[src/rtl/wfg_drive_pwm_if.sv]
// Bus bundle for wfg_drive_pwm: Wishbone slave port plus the sample AXI-Stream.
// slave = the PWM driver side, master = the bus/stream source side.
interface wfg_drive_pwm_if #(
  parameter int BUSW = 32
);
  logic              wbs_stb_i;
  logic              wbs_cyc_i;
  logic              wbs_we_i;
  logic [BUSW/8-1:0] wbs_sel_i;
  logic [BUSW-1:0]   wbs_dat_i;
  logic [BUSW-1:0]   wbs_adr_i;
  logic              wbs_ack_o;
  logic [BUSW-1:0]   wbs_dat_o;
  logic              wfg_axis_tready_o;
  logic              wfg_axis_tvalid_i;
  logic [31:0]       wfg_axis_tdata_i;

  modport slave (
    input  wbs_stb_i, wbs_cyc_i, wbs_we_i, wbs_sel_i, wbs_dat_i, wbs_adr_i,
    output wbs_ack_o, wbs_dat_o,
    output wfg_axis_tready_o,
    input  wfg_axis_tvalid_i, wfg_axis_tdata_i
  );

  modport master (
    output wbs_stb_i, wbs_cyc_i, wbs_we_i, wbs_sel_i, wbs_dat_i, wbs_adr_i,
    input  wbs_ack_o, wbs_dat_o,
    input  wfg_axis_tready_o,
    output wfg_axis_tvalid_i, wfg_axis_tdata_i
  );
endinterface

[src/rtl/wfg_drive_pwm.sv]
// wfg_drive_pwm: turns each stream sample into one PWM period on pwm_o.
// Wishbone registers: CTRL (en, inv), PERIOD (period-1), STATUS (underrun).
// Optional feature macro: WFG_DRIVE_PWM_UNDERRUN_CNT_EN adds a saturating
// 16-bit underrun counter in STATUS[31:16]; without it those bits read 0.
module wfg_drive_pwm #(
  parameter int BUSW = 32,
  parameter int CNTW = 16
) (
  input  logic            wb_clk_i,
  input  logic            wb_rst_i,
  wfg_drive_pwm_if.slave  bus,
  output logic            pwm_o
);

  typedef enum logic [1:0] {IDLE = 2'd0, FETCH = 2'd1, RUN = 2'd2} state_t;

  // Everything the period engine carries from one cycle to the next.
  typedef struct packed {
    state_t          st;
    logic [CNTW-1:0] cnt;
    logic [CNTW-1:0] duty;
    logic [CNTW-1:0] per;
  } core_t;

  localparam logic [1:0] A_CTRL = 2'd0;
  localparam logic [1:0] A_PER  = 2'd1;
  localparam logic [1:0] A_STAT = 2'd2;

  // ---------------- Wishbone front end ----------------
  logic            ack_q;
  logic [BUSW-1:0] dat_q;
  logic            acc, wr;
  logic [1:0]      radr;
  logic [BUSW-1:0] wmask, wdat;
  logic [BUSW-1:0] rdata;

  logic            en, inv;
  logic [CNTW-1:0] period_r;
  logic            underrun;
  logic            evt;

  logic [BUSW-1:0] ctrl_rd, per_rd, stat_rd;
  logic [BUSW-1:0] ctrl_nxt, per_nxt;
  logic            stat_w1c, cnt_clr;

  // A new access is accepted only when ack is low, so each access is 2 cycles.
  assign acc  = bus.wbs_stb_i & bus.wbs_cyc_i & ~ack_q;
  assign wr   = acc & bus.wbs_we_i;
  assign radr = bus.wbs_adr_i[3:2];
  assign wdat = bus.wbs_dat_i;

  for (genvar g = 0; g < BUSW/8; g++) begin : g_mask
    assign wmask[g*8 +: 8] = {8{bus.wbs_sel_i[g]}};
  end

  assign ctrl_rd  = BUSW'({inv, en});
  assign per_rd   = BUSW'(period_r);
  assign ctrl_nxt = (ctrl_rd & ~wmask) | (wdat & wmask);
  assign per_nxt  = (per_rd  & ~wmask) | (wdat & wmask);

  assign stat_w1c = wr && (radr == A_STAT) && wmask[0]  && wdat[0];
  assign cnt_clr  = wr && (radr == A_STAT) && wmask[16] && wdat[16];

`ifdef WFG_DRIVE_PWM_UNDERRUN_CNT_EN
  logic [15:0] ucnt;

  // Saturating underrun counter; an underrun in the clearing cycle counts as 1.
  always_ff @(posedge wb_clk_i or posedge wb_rst_i) begin
    if (wb_rst_i)         ucnt <= '0;
    else if (evt)         ucnt <= cnt_clr ? 16'd1 : ((ucnt == 16'hFFFF) ? ucnt : ucnt + 16'd1);
    else if (cnt_clr)     ucnt <= '0;
  end

  always_comb begin
    stat_rd        = '0;
    stat_rd[0]     = underrun;
    stat_rd[31:16] = ucnt;
  end
`else
  always_comb begin
    stat_rd    = '0;
    stat_rd[0] = underrun;
  end
`endif

  // Read mux; address 3 and anything unmapped reads zero.
  always_comb begin
    rdata = '0;
    unique case (radr)
      A_CTRL:  rdata = ctrl_rd;
      A_PER:   rdata = per_rd;
      A_STAT:  rdata = stat_rd;
      default: rdata = '0;
    endcase
  end

  // Ack one cycle after strobe; read data presented with ack, zero otherwise.
  always_ff @(posedge wb_clk_i or posedge wb_rst_i) begin
    if (wb_rst_i) begin
      ack_q <= 1'b0;
      dat_q <= '0;
    end else begin
      ack_q <= acc;
      dat_q <= (acc && !bus.wbs_we_i) ? rdata : '0;
    end
  end

  // Register writes honour byte selects through the merged next values.
  always_ff @(posedge wb_clk_i or posedge wb_rst_i) begin
    if (wb_rst_i) begin
      en       <= 1'b0;
      inv      <= 1'b0;
      period_r <= '0;
    end else if (wr) begin
      if (radr == A_CTRL) begin
        en  <= ctrl_nxt[0];
        inv <= ctrl_nxt[1];
      end
      if (radr == A_PER) period_r <= per_nxt[CNTW-1:0];
    end
  end

  // Sticky underrun flag; a new underrun beats a simultaneous clear.
  always_ff @(posedge wb_clk_i or posedge wb_rst_i) begin
    if (wb_rst_i) underrun <= 1'b0;
    else          underrun <= evt | (underrun & ~stat_w1c);
  end

  assign bus.wbs_ack_o = ack_q;
  assign bus.wbs_dat_o = dat_q;

  // ---------------- Period engine ----------------
  core_t core_q, core_d;
  logic  tready;
  logic  pwm_d;

  // Engine state register.
  always_ff @(posedge wb_clk_i or posedge wb_rst_i) begin
    if (wb_rst_i) core_q <= '0;
    else          core_q <= core_d;
  end

  // Next state: fetch the first sample, then reload duty/period at each boundary.
  always_comb begin
    core_d = core_q;
    tready = 1'b0;
    evt    = 1'b0;
    if (!en) begin
      core_d.st  = IDLE;
      core_d.cnt = '0;
    end else begin
      unique case (core_q.st)
        IDLE: begin
          core_d.st  = FETCH;
          core_d.cnt = '0;
        end
        FETCH: begin
          tready = 1'b1;
          if (bus.wfg_axis_tvalid_i) begin
            core_d.duty = bus.wfg_axis_tdata_i[CNTW-1:0];
            core_d.per  = period_r;
            core_d.cnt  = '0;
            core_d.st   = RUN;
          end
        end
        RUN: begin
          if (core_q.cnt >= core_q.per) begin
            // Boundary cycle: only here is a new sample taken.
            tready     = 1'b1;
            core_d.cnt = '0;
            core_d.per = period_r;
            if (bus.wfg_axis_tvalid_i) core_d.duty = bus.wfg_axis_tdata_i[CNTW-1:0];
            else                       evt         = 1'b1;
          end else begin
            core_d.cnt = core_q.cnt + 1'b1;
          end
        end
        default: begin
          core_d.st  = IDLE;
          core_d.cnt = '0;
        end
      endcase
    end
  end

  // Output level follows the next count; idle and fetch sit at the inactive level.
  always_comb begin
    pwm_d = inv;
    if (core_d.st == RUN) pwm_d = (core_d.cnt < core_d.duty) ^ inv;
  end

  // Registered PWM pin.
  always_ff @(posedge wb_clk_i or posedge wb_rst_i) begin
    if (wb_rst_i) pwm_o <= 1'b0;
    else          pwm_o <= pwm_d;
  end

  assign bus.wfg_axis_tready_o = tready;

  logic unused_ok;
  assign unused_ok = ^{bus.wbs_adr_i[BUSW-1:4], bus.wbs_adr_i[1:0],
                       bus.wfg_axis_tdata_i[31:CNTW], ctrl_nxt[BUSW-1:2],
                       per_nxt[BUSW-1:CNTW], cnt_clr};

endmodule

[src/flat_wrapper.sv]
// flat-port wrapper written by rule: the top's interface ports become plain ports
module wfg_drive_pwm_flat 
#(
  parameter int BUSW = 32,
  parameter int CNTW = 16
)
  (wb_clk_i, wb_rst_i, pwm_o, bus_wbs_stb_i, bus_wbs_cyc_i, bus_wbs_we_i, bus_wbs_sel_i, bus_wbs_dat_i, bus_wbs_adr_i, bus_wbs_ack_o, bus_wbs_dat_o, bus_wfg_axis_tready_o, bus_wfg_axis_tvalid_i, bus_wfg_axis_tdata_i);
  wfg_drive_pwm_if #(.BUSW(BUSW)) bus_i ();
  input  logic wb_clk_i;
  input  logic wb_rst_i;
  output logic pwm_o;
  input wire logic [$bits(bus_i.wbs_stb_i)-1:0] bus_wbs_stb_i;
  input wire logic [$bits(bus_i.wbs_cyc_i)-1:0] bus_wbs_cyc_i;
  input wire logic [$bits(bus_i.wbs_we_i)-1:0] bus_wbs_we_i;
  input wire logic [$bits(bus_i.wbs_sel_i)-1:0] bus_wbs_sel_i;
  input wire logic [$bits(bus_i.wbs_dat_i)-1:0] bus_wbs_dat_i;
  input wire logic [$bits(bus_i.wbs_adr_i)-1:0] bus_wbs_adr_i;
  output wire logic [$bits(bus_i.wbs_ack_o)-1:0] bus_wbs_ack_o;
  output wire logic [$bits(bus_i.wbs_dat_o)-1:0] bus_wbs_dat_o;
  output wire logic [$bits(bus_i.wfg_axis_tready_o)-1:0] bus_wfg_axis_tready_o;
  input wire logic [$bits(bus_i.wfg_axis_tvalid_i)-1:0] bus_wfg_axis_tvalid_i;
  input wire logic [$bits(bus_i.wfg_axis_tdata_i)-1:0] bus_wfg_axis_tdata_i;
  assign bus_i.wbs_stb_i = bus_wbs_stb_i;
  assign bus_i.wbs_cyc_i = bus_wbs_cyc_i;
  assign bus_i.wbs_we_i = bus_wbs_we_i;
  assign bus_i.wbs_sel_i = bus_wbs_sel_i;
  assign bus_i.wbs_dat_i = bus_wbs_dat_i;
  assign bus_i.wbs_adr_i = bus_wbs_adr_i;
  assign bus_wbs_ack_o = bus_i.wbs_ack_o;
  assign bus_wbs_dat_o = bus_i.wbs_dat_o;
  assign bus_wfg_axis_tready_o = bus_i.wfg_axis_tready_o;
  assign bus_i.wfg_axis_tvalid_i = bus_wfg_axis_tvalid_i;
  assign bus_i.wfg_axis_tdata_i = bus_wfg_axis_tdata_i;
  wfg_drive_pwm #(.BUSW(BUSW), .CNTW(CNTW)) u_core (.wb_clk_i(wb_clk_i), .wb_rst_i(wb_rst_i), .bus(bus_i), .pwm_o(pwm_o));
endmodule
[config.mk]
export PLATFORM = sky130hd
export DESIGN_NAME = wfg_drive_pwm_flat
export DESIGN_NICKNAME = d
export VERILOG_FILES = /design/src/rtl/wfg_drive_pwm_if.sv /design/src/rtl/wfg_drive_pwm.sv /design/src/flat_wrapper.sv
export SDC_FILE = /design/constraint.sdc
export NUM_CORES = 1
export LEC_CHECK = 0
export ABC_AREA = 1
export CORE_ASPECT_RATIO = 0.6
export CORE_UTILIZATION = 62
export CTS_BUF_LIST = sky130_fd_sc_hd__clkbuf_4
export CTS_CLUSTER_DIAMETER = 200
export DETAILED_ROUTE_END_ITERATION = 6
export DONT_BUFFER_PORTS = 1
export GPL_ROUTABILITY_DRIVEN = 0
export GPL_TIMING_DRIVEN = 0
export PLACE_DENSITY_LB_ADDON = 0.12
export SYNTH_ARGS = -nofsm -noshare
export SYNTH_HDL_FRONTEND = slang
export SYNTH_SLANG_ARGS = --single-unit
[constraint.sdc]
create_clock -name wb_clk_i -period 7.1 [get_ports wb_clk_i]
set_input_delay 0.71 -clock wb_clk_i [delete_from_list [all_inputs] [get_ports wb_clk_i]]
set_output_delay 0.71 -clock wb_clk_i [all_outputs]
set_load 0.02 [all_outputs]
==> reports/qor.log <==
qor: worst_setup_path.cp_cell_sequence ha_1 > a21oi_1 > o21ai_1 > a21oi_4 > nand3_4 > inv_1 > buf_2 > o221ai_1 > a21oi_1 > ha_1 > a21oi_1 > nand3b_1 > a21oi_1 > nor4_1 > nand3_1 > nand2_1 > inv_1
qor: clock_tree.cts.sink_count 87
qor: power.total_power 1.384 mW
qor: routing.drt_pass1_iterations 5
qor: placed_design.post_dp_cell_area 4957 um2
qor: global_route.grt_pass1_wl 17,190 um
qor: placed_design.detailedPlacementHpwl 7951 um
qor: sta.slew_headroom 0.6553
qor: sta.setup_tns 0 ns
qor: worst_setup_path.r2r.worst_path.cells 17
qor: finish.num_antenna_cells 0
qor: worst_setup_path.critical-path-slowest-cell sky130_fd_sc_hd__dfrtp_1
qor: clock_tree.tritoncts yes
qor: routing.dr_total_vias 3,705
qor: placed_design.dp_slack 3.446 ns
qor: logic_synthesis.synthesis.yosys.warnings 0
qor: logic_synthesis.synth_xor_area_frac 0.007390
qor: sta.finClkSkew 0.01514 ns
qor: logic_synthesis.synth.mux.area_fraction 0.01267
qor: power.power_density_of_the_placed_cells 270.2 nW/um2
qor: worst_setup_path.worstSetupStartpointType flop
qor: clock_tree.cts-buffers-inserted 9
qor: logic_synthesis.synthSimpleGateAreaFrac 0.1694
qor: placed_design.portBuffers 0
qor: finish.area_growth 8.023%
qor: routing.drt-wirelength-per-cell 14.96 um
qor: floorplanning.boundary_pin_count 141
qor: logic_synthesis.seq_cells_post_synth 87
qor: global_route.vias_in_the_first_global_route 3,649
qor: logic_synthesis.synthFlopType sky130_fd_sc_hd__dfrtp_1
qor: clock_tree.ctsHoldBuffers 0
qor: min_path.hold_path_class in2async
qor: finish.final.fill_count 626
qor: logic_synthesis.ys_seq_area_frac 0.4592
qor: sta.fin_crit 3.748 ns
qor: sta.finalHoldViolations 0
qor: logic_synthesis.postSynthCellCount 546
qor: global_route.congestion_overflow_gr 0
qor: worst_setup_path.cpMostUsedCell sky130_fd_sc_hd__a21oi_1
qor: finish.multiInputGateArea 2051 um2
qor: logic_synthesis.synth_area_per_cell 8.683 um2
qor: placed_design.placed_cells 666
qor: clock_tree.path_clk_slew 0.14 ns
qor: worst_setup_path.slowest_delay 0.47 ns
qor: logic_synthesis.synth-edff-count 0
qor: logic_synthesis.yosys.area.top_type sky130_fd_sc_hd__dfrtp_1
qor: sta.grt_setup_unrepaired no
qor: routing.drt_wl_total 10,200 um
qor: worst_setup_path.critical_path_cell_count 17
qor: worst_setup_path.worst-endpoint-required 7.46 ns
qor: finish.drive_gt1_frac 0.1125
qor: floorplanning.core_region_area 7327 um2
qor: logic_synthesis.synth_top_family_by_area simple AND/OR/NAND/NOR gates
qor: logic_synthesis.post-synth-top-area-fraction 0.4592
qor: logic_synthesis.async_flop_share 1.000
qor: sta.max_slew_violation_count 0
qor: routing.detailedRoute.firstIterationViolations 155
qor: worst_setup_path.cp_max_fo 10
qor: sta.period_utilisation_layout 0.5279
qor: global_route.largest_net_degree_at_the_start_of_global_routing 50
qor: finish.layout.core_utilization 0.6989
qor: clock_tree.clk_root_buffer_cell sky130_fd_sc_hd__clkbuf_4
qor: worst_setup_path.worstPathArrival 4.10 ns
qor: worst_setup_path.criticalPathCategory reg2reg
qor: logic_synthesis.synth_compound_gate_area_share 0.1354
qor: clock_tree.clk_latency_worst_skew_pair 0.46 ns
qor: flow_run.max_cap_violations 0
qor: logic_synthesis.netlist_area 4741 um2
qor: finish.final_cells 682
qor: global_route.grt_antenna_before_repair 0
qor: routing.route.antenna.remaining_nets 0
qor: worst_setup_path.cp_top_family compound AO/OA/AOI/OAI gates
qor: routing.drt-vias-per-instance 5.433
qor: finish.ff_latch_area 2177 um2
qor: clock_tree.cts_max_path_buffers 2
qor: worst_setup_path.endpoint_kind flop
qor: floorplanning.die_height 69.74 um
qor: finish.finalInstanceArea 5121 um2
qor: sta.max_slew.worst_pin.slew 0.5171 ns
qor: sta.finalWorstSetupSlack 3.352 ns
qor: floorplanning.cell_row_count 24
qor: sta.max_freq 266.8 MHz
qor: finish.net_count_final 715
qor: global_route.globalRouteTotalUtil 0.2843
qor: sta.fin_hold_ws 0.1389 ns
qor: floorplanning.die_x 114.9 um
qor: sta.setup_violations 0
qor: outcome.outcome finished, final reports clean
qor: worst_setup_path.cp.buffers_inverters 3
qor: power.p_leak 2.677 nW
qor: floorplanning.floorplan.initialDensity 0.6470
qor: routing.drt_drc_violations_left 0
qor: logic_synthesis.synth_adder_area_share 0.09501
qor: power.worst_vdd_drop 0.1773 mV
qor: clock_tree.htree_num_levels 3
qor: clock_tree.number_of_buffers_inserted_to_repair_setup_after_cts 0
qor: clock_tree.post_cts.resized_instances 0
qor: floorplanning.floorplan.die_area 8012 um2
qor: logic_synthesis.synthTopCellsByArea sky130_fd_sc_hd__dfrtp_1 46%, sky130_fd_sc_hd__ha_1 9.5%, sky130_fd_sc_hd__inv_1 7.6%
qor: logic_synthesis.ys_types 44
## kinds of logic after synthesis
family	count (synthesis)
simple gates	172
buf+inv	133
compound gates	107
flops	87
fa+ha+maj	36
mux	6
xor+xnor	4
other cells	1
## final cells by class
cell class	instances	share of cell area
Timing Repair Buffer	1	0.005375
Clock inverter	7	0.01881
Tap cell	104	0.02541
Buffer	28	0.03420
Multi-Input combinational cell	341	0.4004
Inverter	105	0.07745
Clock buffer	9	0.01319
Sequential cell	87	0.4251
## power breakdown
part	internal, mW	switching (mW)
clock	0.143	0.179
combinational	0.158	0.255
sequential	0.606	0.0424
## synth_stat cells, drive strengths merged, types with 2 or more instances
library cell    n
inv           103
a211oi          2
a221oi          4
dfrtp          87
nor4            2
nor3           20
xor2            3
a21oi          34
o21ai          26
o21a            7
o22ai          26
clkbuf          5
nand3          14
a22oi           3
clkinv          2
nand4           5
nor2           41
nand2          88
buf            23
ha             36
mux2i           6
## cells in the final DEF, fill, tap and decap left out, types with 4 or more instances in the layout
cell,instances
sky130_fd_sc_hd__nand4_1,4
sky130_fd_sc_hd__a21oi_1,33
sky130_fd_sc_hd__clkbuf_1,5
sky130_fd_sc_hd__inv_1,95
sky130_fd_sc_hd__nand2_1,82
sky130_fd_sc_hd__nand3_1,12
sky130_fd_sc_hd__o22ai_1,26
sky130_fd_sc_hd__a221oi_1,4
sky130_fd_sc_hd__nand2_2,5
sky130_fd_sc_hd__mux2i_1,6
sky130_fd_sc_hd__buf_4,17
sky130_fd_sc_hd__buf_2,5
sky130_fd_sc_hd__nor3_1,17
sky130_fd_sc_hd__o21a_1,7
sky130_fd_sc_hd__inv_2,7
sky130_fd_sc_hd__nor2_2,4
sky130_fd_sc_hd__clkbuf_4,9
sky130_fd_sc_hd__dfrtp_1,87
sky130_fd_sc_hd__ha_1,36
sky130_fd_sc_hd__nor2_1,36
sky130_fd_sc_hd__o21ai_0,23
sky130_fd_sc_hd__conb_1,16
## routing by layer
| metal | up-vias | part of all wire | global-route usage | wire (um) |
|---|---|---|---|---|
| met5 | - | 0 | 0 | 0 |
| met4 | 0 | 0.013 | 0.07504 | 136 |
| met3 | 12 | 0.071 | 0.08566 | 724 |
| met2 | 110 | 0.42 | 0.4130 | 4333 |
| met1 | 1770 | 0.49 | 0.4135 | 5010 |
| li1 | 1813 | - | - | - |
## path summary, 6_finish.rpt
path / endpoint / start / slack (ns)
worst max-delay path: u_core.pwm_o / u_core.core_q[45] / 3.35
worst min-delay path: u_core.core_q[44] / wb_rst_i / 0.14
worst max register to register: u_core.pwm_o / u_core.core_q[45] / 3.35
worst min register to register: flop / flop / 0.51
max in group asynchronous: async pin / wb_rst_i / 6.34
min in group wb_clk_i: u_core.bus.wbs_ack_o / bus_wbs_stb_i / 0.37
No activity file was read; power rests on OpenSTA's default activity.
